### config.mk
export PLATFORM = sky130hd
export DESIGN_NAME = gray_src_counter
export DESIGN_NICKNAME = d
export VERILOG_FILES = /design/src/rtl/gray_src_counter.sv
export SDC_FILE = /design/constraint.sdc
export NUM_CORES = 1
export LEC_CHECK = 0
export ABC_AREA = 1
export BUFFER_PORTS_ARGS = -buffer_cell sky130_fd_sc_hd__buf_2
export CELL_PAD_IN_SITES_DETAIL_PLACEMENT = 0
export CELL_PAD_IN_SITES_GLOBAL_PLACEMENT = 1
export CORE_ASPECT_RATIO = 1.1
export CORE_MARGIN = 8
export CORE_UTILIZATION = 25
export CTS_BUF_LIST = sky130_fd_sc_hd__clkbuf_4
export CTS_CLUSTER_SIZE = 25
export DETAILED_ROUTE_END_ITERATION = 10
export HOLD_SLACK_MARGIN = 0.06
export PLACE_DENSITY = 0.58
export SLEW_MARGIN = 30
export SYNTH_ARGS = -nofsm -noshare
export SYNTH_HDL_FRONTEND = slang
export SYNTH_SLANG_ARGS = --single-unit
### constraint.sdc
create_clock -name clk -period 4.7 [get_ports clk]
set_clock_uncertainty 0.2 [all_clocks]
set_input_delay 1.175 -clock clk [delete_from_list [all_inputs] [get_ports clk]]
set_output_delay 1.175 -clock clk [all_outputs]
set_load 0.02 [all_outputs]
### src/rtl/gray_src_counter.sv
// Binary count source for the binary-to-Gray converter stage.
// Runs one full modulo-2^W pass (up or down) under a valid/ready handshake,
// with preload, abort, wrap and completion pulses. All outputs are registers.
module gray_src_counter #(
    parameter int unsigned W = 3
) (
    input  logic         clk,
    input  logic         rst_n,
    input  logic         start,
    input  logic         dir,
    input  logic         load,
    input  logic [W-1:0] load_val,
    input  logic         stop,
    input  logic         ready,
    output logic [W-1:0] count,
    output logic         valid,
    output logic         wrap,
    output logic         done,
    output logic         busy
);

    localparam int unsigned XW = W + 1;
    localparam logic [XW-1:0] PASS_LEN = {1'b1, {W{1'b0}}};
    localparam logic [W-1:0]  CNT_MAX  = {W{1'b1}};

    typedef enum logic {
        ST_IDLE = 1'b0,
        ST_RUN  = 1'b1
    } state_e;

    state_e        state_q, state_d;
    logic [W-1:0]  count_q, count_d;
    logic [XW-1:0] xfer_q, xfer_d;
    logic          dir_q, dir_d;
    logic          valid_q, valid_d;
    logic          wrap_q, wrap_d;
    logic          done_q, done_d;
    logic          busy_q, busy_d;

    logic          xfer_c;
    logic          step_wrap_c;
    logic [W-1:0]  count_step_c;
    logic [XW-1:0] xfer_inc_c;

    // Handshake decode and the candidate step for the current word
    always_comb begin
        xfer_c       = valid_q & ready;
        count_step_c = dir_q ? (count_q + W'(1)) : (count_q - W'(1));
        step_wrap_c  = dir_q ? (count_q == CNT_MAX) : (count_q == '0);
        xfer_inc_c   = xfer_q + XW'(1);
    end

    // Next-state and registered-output logic
    always_comb begin
        state_d = state_q;
        count_d = count_q;
        xfer_d  = xfer_q;
        dir_d   = dir_q;
        valid_d = valid_q;
        busy_d  = busy_q;
        wrap_d  = 1'b0;
        done_d  = 1'b0;

        unique case (state_q)
            ST_IDLE: begin
                valid_d = 1'b0;
                busy_d  = 1'b0;
                if (load) begin
                    count_d = load_val;
                end
                if (start) begin
                    dir_d   = dir;
                    xfer_d  = '0;
                    state_d = ST_RUN;
                    valid_d = 1'b1;
                    busy_d  = 1'b1;
                end
            end
            ST_RUN: begin
                // A transfer always completes, even when it coincides with stop
                if (xfer_c) begin
                    count_d = count_step_c;
                    xfer_d  = xfer_inc_c;
                    wrap_d  = step_wrap_c;
                end
                if (xfer_c && (xfer_inc_c == PASS_LEN)) begin
                    state_d = ST_IDLE;
                    valid_d = 1'b0;
                    busy_d  = 1'b0;
                    done_d  = 1'b1;
                end else if (stop) begin
                    state_d = ST_IDLE;
                    valid_d = 1'b0;
                    busy_d  = 1'b0;
                end
            end
            default: begin
                state_d = ST_IDLE;
                valid_d = 1'b0;
                busy_d  = 1'b0;
            end
        endcase
    end

    // State and output registers
    always_ff @(posedge clk or negedge rst_n) begin
        if (!rst_n) begin
            state_q <= ST_IDLE;
            count_q <= '0;
            xfer_q  <= '0;
            dir_q   <= 1'b1;
            valid_q <= 1'b0;
            wrap_q  <= 1'b0;
            done_q  <= 1'b0;
            busy_q  <= 1'b0;
        end else begin
            state_q <= state_d;
            count_q <= count_d;
            xfer_q  <= xfer_d;
            dir_q   <= dir_d;
            valid_q <= valid_d;
            wrap_q  <= wrap_d;
            done_q  <= done_d;
            busy_q  <= busy_d;
        end
    end

    assign count = count_q;
    assign valid = valid_q;
    assign wrap  = wrap_q;
    assign done  = done_q;
    assign busy  = busy_q;

endmodule
==> flow_metrics.env, run 1 <==
export IMPL_clk_path_buf_depth=2
export IMPL_cts_tree="yes"
export IMPL_seq_area_um2=302
export IMPL_instances_no_fill=124
export IMPL_hold_viol_final=0
export IMPL_power_mw=0.316
export IMPL_drtAntennaViolNets=0
export IMPL_ys_warn_count=0
export IMPL_finalCriticalPeriod_ns=2.32
export IMPL_critPathSlowestCell="dfrtp_1"
export IMPL_leakage_nw=0.403
export IMPL_die_w_um=64.4
export IMPL_hold_ws_ns=0.364
export IMPL_die_h_um=69.2
export IMPL_placedInstanceArea_um2=754
export IMPL_dp_cells=120
export IMPL_ys_seq_area_share_pct=46.9
export IMPL_rrSetupSlack_ns=3.09
export IMPL_status="finished, final reports clean"
export IMPL_synth_nets=87
export IMPL_num_rows=19
export IMPL_critPathMaxStageDelay_ns=0.46
export IMPL_maxCapViolations=0
export IMPL_clock_sinks=12
export IMPL_routed_wl_um=1490
export IMPL_maxSlewViolCount=0
export IMPL_drc_errors=0
export IMPL_crit_fanout=6
export IMPL_first_iter_violations=16
export IMPL_cts_hold_buf=0
export IMPL_syn_area_per_cell_um2=8.69
export IMPL_syn_area_um2=643
export IMPL_grt_usage_pct=7.41
export IMPL_num_vias=540
export IMPL_start_util_pct=26.0
export IMPL_synth_cell_types=23
export IMPL_core_area_mm2=0.00247
export IMPL_die_area_mm2=0.00445
export IMPL_switching_share_pct=39.3
export IMPL_ys_ff_latch=12
export IMPL_path_class="flip-flop to primary output"
export IMPL_clock_power_share_pct=22.0
export IMPL_clock_root_buffer="clkbuf_4"
export IMPL_io_pins=17
export IMPL_path_cells="buf_2"
export IMPL_fin_setup_tns_ns=0
export IMPL_rsz0062_at_grt="no"
export IMPL_port_buffers=16
export IMPL_setup_viol=0
export IMPL_cp_required_ns=3.32
export IMPL_gp_congestion=0.722
export IMPL_synthCells=74
export IMPL_post_cts_buffers=0
export IMPL_arrival_ns=0.94
export IMPL_h_tree_depth=1
export IMPL_p_comb_share_pct=31.7
export IMPL_p_int_mw=0.192
export IMPL_viasPerCell=4.35
export IMPL_cts_buffers=3
export IMPL_num_nets_final=107
export IMPL_overflow=0
export IMPL_start_kind="flip-flop"
export IMPL_max_freq_mhz=432
export IMPL_multi_input_area_um2=297
export IMPL_slew_headroom_pct=80.3
export IMPL_drive_above_1_share_pct=30.1
export IMPL_seqPwrFrac_pct=46.3
export IMPL_ir_drop_mv=0.147
export IMPL_finalWorstSetupSlack_ns=2.38
export IMPL_hold_class="flip-flop to flip-flop"
export IMPL_worstMarginPinSlew_ns=0.296
export IMPL_dp_hpwl_um=1200
export IMPL_syn2layout_area_growth_pct=21.4
export IMPL_wl_per_cell_um=12.0
export IMPL_fin_util_pct=31.6
export IMPL_fin_area_um2=781
export IMPL_crit_path_end_kind="primary output"
export IMPL_mostFrequentLayoutCells="nand2_1, buf_2, dfrtp_1"
export IMPL_antenna_found_initial=0
export IMPL_clock_latency_ns=0.28
export IMPL_cts_resized=0
export IMPL_grt_max_degree=13
export IMPL_crit_family="flip-flops"
export IMPL_power_switching_mw=0.124
export IMPL_grt_pass1_wl_um=2640
export IMPL_critPathBufInv=1
export IMPL_nFillCells=292
export IMPL_drt_pass1_iterations=4
export IMPL_fin_crit_sh_pct=49.3
export IMPL_clk_pin_slew_ns=0.09
export IMPL_pre_cts_slack_ns=2.60
export IMPL_power_density_mw_per_mm2=405
export IMPL_final_common_cell="nand2_1"
export IMPL_antenna_cells=0
export IMPL_first_global_vias=580
-- logic make-up (layout without fill, tap and decap cells) --
family | Yosys count | count (layout) | share of synthesized area (%)
DFF | 12 | 12 | 46.9
and+or+nand+nor | 37 | 37 | 27.8
adders and majority gates | 3 | 3 | 7.00
AOI/OAI and AO/OA | 11 | 11 | 11.3
buffers and inverters | 11 | 30 | 7.00
-- layout make-up --
class	instances	share of cell area, %
inverters	10	4.81
clock buffers	3	2.88
clock inverters	1	0.481
multi-input cells	51	38.0
repair buffers	16	10.3
flip-flops and latches	12	38.6
well taps	31	4.97
-- power groups by stage --
stage	Clock [mW]	Combinational [mW]	Sequential (mW)
2_1_floorplan	0	0.0582	0.158
4_1_cts	0.0723	0.103	0.147
3_3_place_gp	0	0.103	0.149
6_report	0.0694	0.100	0.146
3_5_place_dp	0	0.102	0.149
5_1_grt	0.0789	0.116	0.152
-- state kept, by name (all words and copies together) (netlist names) --
name     cells
wrap         1
state_q      1
xfer_q       4
count        3
done         1
dir_q        1
busy         1
-- Yosys cell counts --
master | count | area [um^2]
inv_2 | 2 | 7.51
o31ai_1 | 1 | 7.51
o21ai_1 | 3 | 15.0
dfstp_2 | 1 | 26.3
or2_0 | 1 | 6.26
dfrtp_1 | 11 | 275
o21a_1 | 1 | 7.51
nor2_1 | 5 | 18.8
nand3_2 | 2 | 20.0
a31oi_1 | 2 | 12.5
fa_1 | 1 | 20.0
nand3b_1 | 1 | 7.51
o22ai_1 | 2 | 12.5
nand4_1 | 1 | 6.26
ha_1 | 2 | 25.0
nand3_1 | 5 | 25.0
nor2_4 | 1 | 11.3
buf_4 | 1 | 7.51
inv_1 | 8 | 30.0
a22o_1 | 1 | 8.76
nand2_2 | 2 | 12.5
o21ai_2 | 1 | 8.76
nand2_1 | 19 | 71.3
-- final timing paths --
path                                from  endpoint  depth (start not counted)
min in group asynchronous          rst_n   state_q                          1
worst max-delay path            count[0]  count[0]                          1
worst min-delay path               dir_q     dir_q                          2
worst max register to register     dir_q  count[2]                          6
max in group asynchronous          rst_n     dir_q                          1
worst min register to register     dir_q     dir_q                          2
-- per-layer routing --
metal	wire (um)	vias to the layer above	GRT usage (%)
li1	-	279	-
met1	637	251	8.21
met2	743	8	11.6
met3	94	2	3.39
met4	12	0	3.64
met5	0	-	0
-- worst reg2reg max path: cells and delay by family, from the launching register on --
kind	cells	cell delay, ns
adders and majority gates	1	0.37
DFF	1	0.55
and+or+nand+nor	4	0.36
buffers and inverters	1	0.07
No activity file was read; power rests on OpenSTA's default activity.
==> inputs of run 2 (changes only) <==
- PLACE_DENSITY: 0.58 -> 0.6
- clock period: 4.7 -> 1.94 ns (I/O delays scaled with it)
==> run 2 against run 1 <==
- first-iteration DRC count is 44% higher
- power is 150% higher
- core utilization is 0.56 points higher
- via count is 0.56% lower
- cell area is 1.8% higher
- hold slack worse by 0.14 ns
- flip-flop and latch count stayed put
- sequential share of layout area is 0.67 points lower
- combinational power is 150% higher
- sequential power is 140% higher
- clock-buffer cell count is 1 higher
==> flow_metrics.env, run 2 (synthesis gave the netlist of run 1 again) <==
export IMPL_status="finished, final reports clean"
export IMPL_clk_pin_slew_ns=0.08
export IMPL_crit_family="flip-flops"
export IMPL_dp_hpwl_um=1150
export IMPL_clock_sinks=12
export IMPL_critPathSlowestCell="dfrtp_1"
export IMPL_cts_tree="yes"
export IMPL_start_kind="flip-flop"
export IMPL_use_met3_pct=2.91
export IMPL_die_w_um=64.4
export IMPL_grtUsageMet1_pct=8.38
export IMPL_finalCriticalPeriod_ns=1.62
export IMPL_nFillCells=280
export IMPL_top_register="xfer_q"
export IMPL_rrSetupSlack_ns=0.36
export IMPL_cts_buffers=3
export IMPL_setup_viol=0
export IMPL_grt_busiest_layer="met2"
export IMPL_drtAntennaViolNets=0
export IMPL_maxSlewViolCount=0
export IMPL_post_cts_buffers=0
export IMPL_h_tree_depth=1
export IMPL_crit_path_end_kind="primary output"
export IMPL_drt_pass1_iterations=4
export IMPL_cts_resized=0
export IMPL_grt_usage_pct=7.12
export IMPL_hold_class="input pin to flip-flop"
export IMPL_first_global_vias=563
export IMPL_crit_fanout=6
export IMPL_slew_headroom_pct=79.9
export IMPL_num_rows=19
export IMPL_clk_path_buf_depth=2
export IMPL_final_common_cell="nand2_1"
export IMPL_instances_no_fill=125
export IMPL_drc_errors=0
export IMPL_power_mw=0.782
export IMPL_power_density_mw_per_mm2=984
export IMPL_drive_above_1_share_pct=30.9
export IMPL_grt_max_degree=13
export IMPL_ir_drop_mv=0.486
export IMPL_gp_congestion=0.750
export IMPL_rsz0062_at_grt="no"
export IMPL_max_freq_mhz=617
export IMPL_mostFrequentLayoutCells="nand2_1, buf_2, dfrtp_1"
export IMPL_clock_latency_ns=0.27
export IMPL_overflow=0
export IMPL_die_h_um=69.2
export IMPL_wl_per_cell_um=11.9
export IMPL_path_class="flip-flop to primary output"
export IMPL_antenna_found_initial=0
export IMPL_arrival_ns=0.94
export IMPL_antenna_cells=0
export IMPL_largest_reg_flops=4
export IMPL_maxCapViolations=0
export IMPL_clock_root_buffer="clkbuf_4"
export IMPL_grt_pass1_wl_um=2540
export IMPL_fin_crit_sh_pct=83.6
export IMPL_viasPerCell=4.30
export IMPL_cts_hold_buf=1
export IMPL_dp_cells=120
export IMPL_io_pins=17
export IMPL_routed_wl_um=1490
export IMPL_cp_required_ns=1.25
export IMPL_leakage_nw=0.410
export IMPL_syn2layout_area_growth_pct=23.5
export IMPL_grtUsageMet2_pct=9.85
export IMPL_path_cells="buf_2"
export IMPL_fin_setup_tns_ns=0
export IMPL_hold_viol_final=0
export IMPL_start_util_pct=26.0
export IMPL_critPathBufInv=1
export IMPL_hold_ws_ns=0.219
export IMPL_die_area_mm2=0.00445
export IMPL_core_area_mm2=0.00247
export IMPL_critPathMaxStageDelay_ns=0.46
export IMPL_worstMarginPinSlew_ns=0.301
export IMPL_num_vias=537
export IMPL_first_iter_violations=23
export IMPL_num_nets_final=108
export IMPL_port_buffers=16
-- run 2: cell types whose count changed in the layout (fill, tap and decap cells not counted) --
cell,before,now
clkinv_1,1,0
clkbuf_4,3,4
dlygate4sd3_1,0,1
-- run 2: worst reg2reg max path, cell delays in order (launching register included) --
cell	delay, ns
dfstp_2	0.54
inv_1	0.07
fa_1	0.37
nand3b_1	0.17
nand3_1	0.08
nand2_1	0.05
nand2_1	0.05
-- run 2: power breakdown --
part           total, mW  internal (mW)  switching, mW  leakage (nW)
logic              0.246         0.0968          0.149         0.238
clock network      0.182         0.0936         0.0884        0.0184
registers          0.354          0.294         0.0605         0.154
-- run 2: final timing paths --
path,startpoint,to,cells past startpoint
worst max-delay path,count[0],count[0],1
worst min-delay path,dir,dir_q,3
worst max register to register,dir_q,count[2],6
worst min register to register,dir_q,dir_q,2
max in group asynchronous,rst_n,dir_q,2
min in group asynchronous,rst_n,busy,2
-- run 2: area by class of cell --
cell class,count,area [um^2],share of cell area [%]
flip-flops and latches,12,302,38.0
clock buffers,4,30.0,3.78
inverters,10,37.5,4.72
repair buffers,17,90.1,11.3
multi-input cells,51,297,37.3
well taps,31,38.8,4.88
-- run 2: routing by layer --
layer | part of all wire [%] | wire length (um)
met1 | 47 | 694
met2 | 45 | 665
met3 | 6.8 | 101
met4 | 1.9 | 28
met5 | 0 | 0
-- run 2: metrics by stage --
step / instance area, um^2 / util [%] / worst slack (ns)
6_report: 795 / 32.1 / 0.319
5_1_grt: 795 / 32.1 / 0.251
4_1_cts: 795 / 32.1 / 0.287
3_5_place_dp: 754 / 30.5 / 0.377
3_3_place_gp: 754 / 30.5 / 0.391
2_1_floorplan: 643 / - / 0.424
